--- src/rtl/rfg_regbank_pkg.sv ---
// rtl/rfg_regbank_pkg.sv - register map and FLAGS bit indices for rfg_regbank
package rfg_regbank_pkg;
   localparam logic [15:0] ADDR_ID         = 16'h0000;
   localparam logic [15:0] ADDR_CTRL       = 16'h0001;
   localparam logic [15:0] ADDR_DIV_LO     = 16'h0002;
   localparam logic [15:0] ADDR_DIV_HI     = 16'h0003;
   localparam logic [15:0] ADDR_STATUS     = 16'h0004;
   localparam logic [15:0] ADDR_FIFO_COUNT = 16'h0005;
   localparam logic [15:0] ADDR_FIFO_DATA  = 16'h0006;
   localparam logic [15:0] ADDR_FLAGS      = 16'h0007;
   localparam logic [15:0] ADDR_WR_COUNT   = 16'h0008;

   localparam int FLAG_UNDERFLOW = 0;
   localparam int FLAG_BURST     = 1;
endpackage

--- src/rtl/rfg_regbank_fifo.sv ---
// rtl/rfg_regbank_fifo.sv - byte FIFO feeding the FIFO_DATA readout register
module rfg_regbank_fifo #(
   parameter int DEPTH = 8
) (
   input  logic                     clk,
   input  logic                     rst,
   input  logic                     i_push,
   input  logic [7:0]               i_push_data,
   input  logic                     i_pop,
   output logic [7:0]               o_head,
   output logic [$clog2(DEPTH):0]   o_count,
   output logic                     o_full,
   output logic                     o_empty
);
   localparam int PTR_W = $clog2(DEPTH);
   localparam int CNT_W = PTR_W + 1;

   logic [7:0]       r_mem [DEPTH];
   logic [PTR_W-1:0] r_wr_ptr;
   logic [PTR_W-1:0] r_rd_ptr;
   logic [CNT_W-1:0] r_count;
   logic             w_push;
   logic             w_pop;

   assign o_full  = (r_count == CNT_W'(DEPTH));
   assign o_empty = (r_count == '0);
   assign w_push  = i_push && !o_full;
   assign w_pop   = i_pop && !o_empty;
   assign o_head  = r_mem[r_rd_ptr];
   assign o_count = r_count;

   // DEPTH is a power of two, so the pointers wrap naturally.
   always_ff @(posedge clk or posedge rst) begin
      if (rst) begin
         r_wr_ptr <= '0;
         r_rd_ptr <= '0;
         r_count  <= '0;
      end else begin
         if (w_push) r_wr_ptr <= r_wr_ptr + PTR_W'(1);
         if (w_pop)  r_rd_ptr <= r_rd_ptr + PTR_W'(1);
         case ({w_push, w_pop})
            2'b10:   r_count <= r_count + CNT_W'(1);
            2'b01:   r_count <= r_count - CNT_W'(1);
            default: r_count <= r_count;
         endcase
      end
   end

   always_ff @(posedge clk) begin
      if (w_push) r_mem[r_wr_ptr] <= i_push_data;
   end
endmodule

--- src/rtl/rfg_regbank.sv ---
// rtl/rfg_regbank.sv - byte-wide register bank with divider shadow, W1C flags and readout FIFO
module rfg_regbank
   import rfg_regbank_pkg::*;
#(
   parameter int         FIFO_DEPTH = 8,
   parameter logic [7:0] ID_VALUE   = 8'hD5
) (
   input  logic        clk,
   input  logic        res,
   input  logic [15:0] rfg_address,
   input  logic        rfg_read,
   output logic        rfg_read_valid,
   output logic [7:0]  rfg_read_value,
   input  logic        rfg_write,
   input  logic        rfg_write_last,
   input  logic [7:0]  rfg_write_value,
   output logic [7:0]  cfg_ctrl,
   output logic [15:0] cfg_divider,
   input  logic [7:0]  status_in,
   input  logic [7:0]  s_axis_tdata,
   input  logic        s_axis_tvalid,
   output logic        s_axis_tready
);
   localparam int CNT_W = $clog2(FIFO_DEPTH) + 1;

   logic [7:0]       r_ctrl;
   logic [7:0]       r_div_lo;
   logic [7:0]       r_div_hi;
   logic [15:0]      r_divider;
   logic [7:0]       r_wr_count;
   logic [1:0]       r_flags;
   logic             r_rdy;
   logic             r_read_valid;
   logic [7:0]       r_read_value;

   logic [7:0]       w_head;
   logic [CNT_W-1:0] w_count;
   logic             w_full;
   logic             w_empty;
   logic             w_rd_fifo;
   logic             w_pop;
   logic             w_push;
   logic [1:0]       w_flag_set;
   logic [7:0]       w_rdata;

   assign w_rd_fifo     = rfg_read && (rfg_address == ADDR_FIFO_DATA);
   assign w_pop         = w_rd_fifo && !w_empty;
   assign s_axis_tready = r_rdy && !w_full;
   assign w_push        = s_axis_tvalid && s_axis_tready;

   always_comb begin
      w_flag_set                 = 2'b00;
      w_flag_set[FLAG_UNDERFLOW] = w_rd_fifo && w_empty;
      w_flag_set[FLAG_BURST]     = rfg_write && rfg_write_last;
   end

   // Read data comes from current state, so a same-edge write is not visible.
   always_comb begin
      w_rdata = 8'h00;
      case (rfg_address)
         ADDR_ID:         w_rdata = ID_VALUE;
         ADDR_CTRL:       w_rdata = r_ctrl;
         ADDR_DIV_LO:     w_rdata = r_div_lo;
         ADDR_DIV_HI:     w_rdata = r_div_hi;
         ADDR_STATUS:     w_rdata = status_in;
         ADDR_FIFO_COUNT: w_rdata = {{(8-CNT_W){1'b0}}, w_count};
         ADDR_FIFO_DATA:  w_rdata = w_empty ? 8'h00 : w_head;
         ADDR_FLAGS:      w_rdata = {6'b0, r_flags};
         ADDR_WR_COUNT:   w_rdata = r_wr_count;
         default:         w_rdata = 8'h00;
      endcase
   end

   always_ff @(posedge clk or posedge res) begin
      if (res) begin
         r_ctrl       <= '0;
         r_div_lo     <= '0;
         r_div_hi     <= '0;
         r_divider    <= '0;
         r_wr_count   <= '0;
         r_flags      <= '0;
         r_rdy        <= 1'b0;
         r_read_valid <= 1'b0;
         r_read_value <= '0;
      end else begin
         r_rdy        <= 1'b1;
         r_read_valid <= rfg_read;
         if (rfg_read) r_read_value <= w_rdata;
         if (rfg_write) begin
            r_wr_count <= r_wr_count + 8'd1;
            case (rfg_address)
               ADDR_CTRL:   r_ctrl   <= rfg_write_value;
               ADDR_DIV_LO: r_div_lo <= rfg_write_value;
               ADDR_DIV_HI: begin
                  r_div_hi  <= rfg_write_value;
                  r_divider <= {rfg_write_value, r_div_lo};
               end
               default: ;
            endcase
         end
         // Set events win over a same-edge write-1-to-clear.
         if (rfg_write && rfg_address == ADDR_FLAGS)
            r_flags <= (r_flags & ~rfg_write_value[1:0]) | w_flag_set;
         else
            r_flags <= r_flags | w_flag_set;
      end
   end

   assign rfg_read_valid = r_read_valid;
   assign rfg_read_value = r_read_value;
   assign cfg_ctrl       = r_ctrl;
   assign cfg_divider    = r_divider;

   rfg_regbank_fifo #(.DEPTH(FIFO_DEPTH)) u_fifo (
      .clk         (clk),
      .rst         (res),
      .i_push      (w_push),
      .i_push_data (s_axis_tdata),
      .i_pop       (w_pop),
      .o_head      (w_head),
      .o_count     (w_count),
      .o_full      (w_full),
      .o_empty     (w_empty)
   );
endmodule

--- config.mk ---
export PLATFORM = sky130hd
export DESIGN_NAME = rfg_regbank
export DESIGN_NICKNAME = d
export VERILOG_FILES = /design/src/rtl/rfg_regbank_pkg.sv /design/src/rtl/rfg_regbank_fifo.sv /design/src/rtl/rfg_regbank.sv
export SDC_FILE = /design/constraint.sdc
export NUM_CORES = 1
export LEC_CHECK = 0
export ABC_AREA = 1
export BUFFER_PORTS_ARGS = -buffer_cell sky130_fd_sc_hd__buf_4
export CAP_MARGIN = 20
export CORE_ASPECT_RATIO = 1.5
export CORE_MARGIN = 4
export CORE_UTILIZATION = 57
export CTS_CLUSTER_SIZE = 16
export DETAILED_ROUTE_END_ITERATION = 8
export GPL_TIMING_DRIVEN = 0
export MAX_ROUTING_LAYER = met4
export PLACE_DENSITY = 0.79
export SETUP_SLACK_MARGIN = 0.2
export SLEW_MARGIN = 25
export SYNTH_ARGS = -nofsm -noshare
export SYNTH_HDL_FRONTEND = slang
export SYNTH_SLANG_ARGS = --single-unit
--- constraint.sdc ---
create_clock -name clk -period 2.7 [get_ports clk]
set_input_delay 0.27 -clock clk [delete_from_list [all_inputs] [get_ports clk]]
set_output_delay 0.27 -clock clk [all_outputs]
set_load 0.005 [all_outputs]
==> results.rst <==
.. list-table::
   :header-rows: 1

   * - Metric
     - Value
   * - 1st-iter DRT viols
     - 351
   * - Maximum number of pins on one net before global-route repair
     - between 40 and 50
   * - Worst ir drop on vdd
     - roughly 600 uV
   * - Net count of the finished layout
     - around 740
   * - Routability Congestion
     - 0.9535
   * - Relative contribution of sequential cells to total power
     - 46.4%
   * - Core ar.
     - around 0.0099 sq mm
   * - Post-route minimum period
     - around 2.4 ns
   * - Classification of the worst-slack hold path
     - input pin to flip-flop
   * - Library cell occupying the most area in the post-synthesis netlist
     - sky130_fd_sc_hd__edfxtp_1
   * - Worst path buffer plus inverter count
     - 1
   * - Number of instances in the synthesized netlist
     - about 600
   * - Port Buf Inserts
     - just under 80
   * - Reg2Reg Capture Point
     - u_fifo.o_count[2]$_DFFE_PP0P_
   * - Post-Route Skew
     - 0.01363 ns
   * - Number of warnings printed during yosys synthesis
     - 0
   * - Required arrival time at the worst endpoint
     - 3.06 ns
   * - Final Slew Violations
     - 0
   * - Run status
     - finished, final reports clean
   * - Synthesized cell area
     - ~0.0058 sq mm
   * - Internal Pwr Total
     - around 0.0037 W
   * - Overflow after GRT
     - 0
   * - Die H
     - 131.8 um
   * - Drt total wl
     - about 15 mm
   * - Overall routing resource usage
     - 27.43%
   * - Sw Share
     - between 20% and 30%
   * - Leakage power
     - ~3.3 nW
   * - Launch point of the critical path
     - u_fifo.o_count[0]$_DFFE_PP0P_
   * - Logic depth of the worst setup path including buffers
     - 13
   * - # IOs
     - 80
   * - Clock buffer count from CTS
     - 17
   * - Effective utilization at floorplan
     - between 50% and 60%
   * - Post-route standard cell area excluding fillers
     - approximately 0.0072 sq mm
   * - P_sw
     - 0.001316 W
   * - Reg-to-reg slack, setup
     - slightly below 0.3 ns
   * - Transition time of the tightest slew-check pin
     - 0.9071 ns
   * - First-pass GRT wire length
     - 24.63 mm
   * - Net count after synthesis
     - 636
   * - Worst Setup Start Kind
     - flip-flop
   * - Relative area change from synthesis to final layout
     - 23.97%
   * - Cells along the critical path
     - nor2_2 > nand2_1 > nor2_4 > nor2_4 > nand2_2 > clkinv_2 > ha_1 > xor2_2 > ha_1 > a21oi_1 > a21oi_2 > o21ai_0 > o21a_1
   * - Leading cell type in the layout, fill and taps excluded
     - sky130_fd_sc_hd__nand2_1
   * - # H-tree levels
     - 4
   * - Clock latency at the later pin of the worst-skew pair
     - ~0.42 ns
   * - Root Driver
     - sky130_fd_sc_hd__clkbuf_16
   * - Vias after detailed routing
     - about 4.7k
   * - Unrepaired setup endpoints after global routing
     - true
   * - R2r worst-path depth
     - 13
   * - Placed instance area
     - 0.006591 sq mm
   * - Most frequent cells in the layout
     - 109 x sky130_fd_sc_hd__nand2_1, 88 x sky130_fd_sc_hd__nor2_1, 80 x sky130_fd_sc_hd__buf_4, 79 x sky130_fd_sc_hd__nand3_1, 64 x sky130_fd_sc_hd__edfxtp_1
   * - Clock share of power
     - 43.4%
   * - Buffer depth of the longest clock path
     - 2
   * - Achievable Freq
     - around 420 MHz
   * - Normalized max-slew margin
     - 39.30%
   * - # diodes
     - 0
   * - Total power
     - 0.005066 W
   * - Element type at the critical path end
     - flip-flop
   * - Number of sinks driven by the clock tree
     - roughly 130
   * - Ratio of routed vias to standard cells
     - a little under 6
   * - Number of failing hold endpoints at the final stage
     - 0
   * - Fraction of final layout cells sized beyond drive strength 1
     - between 20 and 25%
   * - Critical Path End
     - u_fifo.o_count[2]$_DFFE_PP0P_
   * - Number of storage elements in the synthesis netlist
     - ~130
   * - Yosys top cell area share
     - between 30 and 40%
   * - Count of TritonRoute iterations in the first routing pass
     - 8
   * - Final period util
     - 89.17%
   * - Critical path's largest stage delay
     - ~0.46 ns
   * - Worst Path Max Fanout
     - 9
   * - Horizontal extent of the die
     - a little over 90 um
   * - Die Footprint
     - between 0.01 and 0.015 sq mm
   * - Combinational fraction of design power
     - between 10% and 20%
   * - Main area contributors after synthesis
     - sky130_fd_sc_hd__edfxtp_1 33%, sky130_fd_sc_hd__dfrtp_1 27%, sky130_fd_sc_hd__nand2_1 7.0%
   * - Critical Path Slowest Stage Cell
     - sky130_fd_sc_hd__dfrtp_2
   * - CTS tree
     - done
   * - Via count of the first global-routing pass
     - between 4k and 5k
   * - Standard-cell rows
     - 44
   * - Remaining design rule violation count
     - 0
   * - Number of setup violations in the final report
     - 0
   * - HPWL after detailed placement
     - around 11 mm
   * - Clock Pin Slew Worst Setup and Hold Paths
     - approximately 0.060 ns
   * - Number of fill cells
     - between 600 and 700
   * - Count of maximum capacitance violations
     - 0
   * - Wire per inst
     - roughly 19 um
   * - Reg-to-reg startpoint
     - u_fifo.o_count[0]$_DFFE_PP0P_
   * - Critical path's top delay family
     - simple AND/OR/NAND/NOR gates
   * - CP Data Arrival Time
     - roughly 2.8 ns
   * - Antenna violations before repair
     - 0
   * - Residual antenna-violating net count after detailed routing
     - 0
   * - Critical path class
     - flip-flop to flip-flop
   * - Count of distinct cell types in the synthesized netlist
     - 35
   * - Post-synthesis average cell area
     - roughly 10 sq um
   * - Sequential fraction of the synthesis area
     - between 50% and 60%
   * - Pwr Density
     - 701.6 mW/mm^2
   * - Setup Total Neg Slack
     - 0 ns
-- worst min path at each step --
stage	startpoint	end	slack, ns	depth (start not counted)
finish	rfg_write_last	r_flags[1]$_DFF_PP0_	0.08	3
global route	rfg_write_value[2]	cfg_ctrl[2]$_DFFE_PP0P_	0.09	2
CTS	rfg_write_last	r_flags[1]$_DFF_PP0_	0.06	3
detailed placement	res	u_fifo.r_wr_ptr[0]$_DFFE_PP0P_	0.21	2
global placement	rfg_read	rfg_read_valid$_DFF_PP0_	0.42	1
floorplan	rfg_read	rfg_read_valid$_DFF_PP0_	0.30	0
-- Yosys cell counts --
cell type                    n
sky130_fd_sc_hd__dfrtp_1    62
sky130_fd_sc_hd__o21ai_0    41
sky130_fd_sc_hd__mux2_1     11
sky130_fd_sc_hd__nand4_1     1
sky130_fd_sc_hd__xnor2_1     5
sky130_fd_sc_hd__or2_2       1
sky130_fd_sc_hd__o21ai_1     3
sky130_fd_sc_hd__conb_1      1
sky130_fd_sc_hd__nor2_8      3
sky130_fd_sc_hd__buf_6       2
sky130_fd_sc_hd__inv_2       2
sky130_fd_sc_hd__buf_4       1
sky130_fd_sc_hd__nor2_4      4
sky130_fd_sc_hd__nor3_1      1
sky130_fd_sc_hd__nor4_2      1
sky130_fd_sc_hd__inv_1      33
sky130_fd_sc_hd__clkinv_1    1
sky130_fd_sc_hd__mux2_2      9
sky130_fd_sc_hd__clkbuf_2    1
sky130_fd_sc_hd__clkinv_2    1
sky130_fd_sc_hd__xor2_1      7
sky130_fd_sc_hd__nor2_1     95
sky130_fd_sc_hd__edfxtp_1   64
sky130_fd_sc_hd__nand2_1   109
sky130_fd_sc_hd__nand2_2     4
sky130_fd_sc_hd__a21oi_1     2
sky130_fd_sc_hd__nor2_2      7
sky130_fd_sc_hd__a31oi_1     1
sky130_fd_sc_hd__nand3_1    79
sky130_fd_sc_hd__nand2_4     3
sky130_fd_sc_hd__ha_1        6
sky130_fd_sc_hd__nand3b_1    1
sky130_fd_sc_hd__buf_2      12
sky130_fd_sc_hd__clkbuf_1    3
sky130_fd_sc_hd__o21a_1      7
-- power by group through the flow --
stage	clock network [W]	registers (W)	logic [W]
2_1_floorplan	0	0.00233	0.000313
3_3_place_gp	0	0.00236	0.000445
3_5_place_dp	0	0.00237	0.000476
4_1_cts	0.00221	0.00234	0.000497
5_1_grt	0.00230	0.00237	0.000577
6_report	0.00220	0.00235	0.000513
-- layer usage --
layer	GRT usage [%]	share of wire (%)	vias up
li1	-	-	2152
met5	-	0	-
met3	7.367	7.8	59
met2	46.02	51	263
met4	17.55	5.8	0
met1	28.08	36	2230
-- state kept, by name, indices dropped and copies added (netlist names), 4 cells and up --
name and cells:
u_fifo.r_mem 64, cfg_ctrl 8, cfg_divider 8, r_div_hi 8
r_div_lo 8, r_wr_count 8, rfg_read_value 8, u_fifo.o_count 4
-- cells by family after synthesis --
group / after synthesis / share of synthesized area (%)
muxes: 20 / 3.867
buffers and inverters: 56 / 4.232
other: 1 / 0.06439
and+or+nand+nor: 309 / 24.15
adders and majority gates: 6 / 1.289
AOI/OAI and AO/OA: 54 / 4.962
xor gates and xnor gates: 12 / 1.804
DFF: 126 / 59.63
-- worst min-delay path, cell delays in order --
cell and delay, ns:
sky130_fd_sc_hd__buf_4 0.08, sky130_fd_sc_hd__nand2_1 0.05, sky130_fd_sc_hd__nand2_1 0.06
-- through the flow --
stage	setup WS, ns	utilization (%)	instances	hold slack [ns]
2_1_floorplan	0.5600	-	584	0.3014
3_3_place_gp	0.1720	66.58	778	0.4187
3_5_place_dp	0.08047	66.89	779	0.2142
4_1_cts	0.1800	73.01	813	0.06355
5_1_grt	0.1396	73.27	813	0.08639
6_report	0.2925	73.27	813	0.07839
-- area by class of cell --
type | count | area (sq um) | share of cell area (%)
Inverter | 37 | 142.6 | 1.975
Buffer | 19 | 106.4 | 1.473
Multi-Input combinational cell | 402 | 2138 | 29.61
Clock buffer | 18 | 429.2 | 5.944
Tap cell | 115 | 143.9 | 1.993
Clock inverter | 14 | 143.9 | 1.993
Timing Repair Buffer | 82 | 640.6 | 8.872
Sequential cell | 126 | 3476 | 48.14
-- repair_timing --
| action | in CTS | in global routing |
|---|---|---|
| setup buffers | 0 | 0 |
| endpoints found under the setup margin | 25 | 42 |
| hold endpoints to repair | 15 | 0 |
| gates resized for setup | 4 | 8 |
| hold buffers | 2 | 0 |
Power figures use the tool's default switching activity.
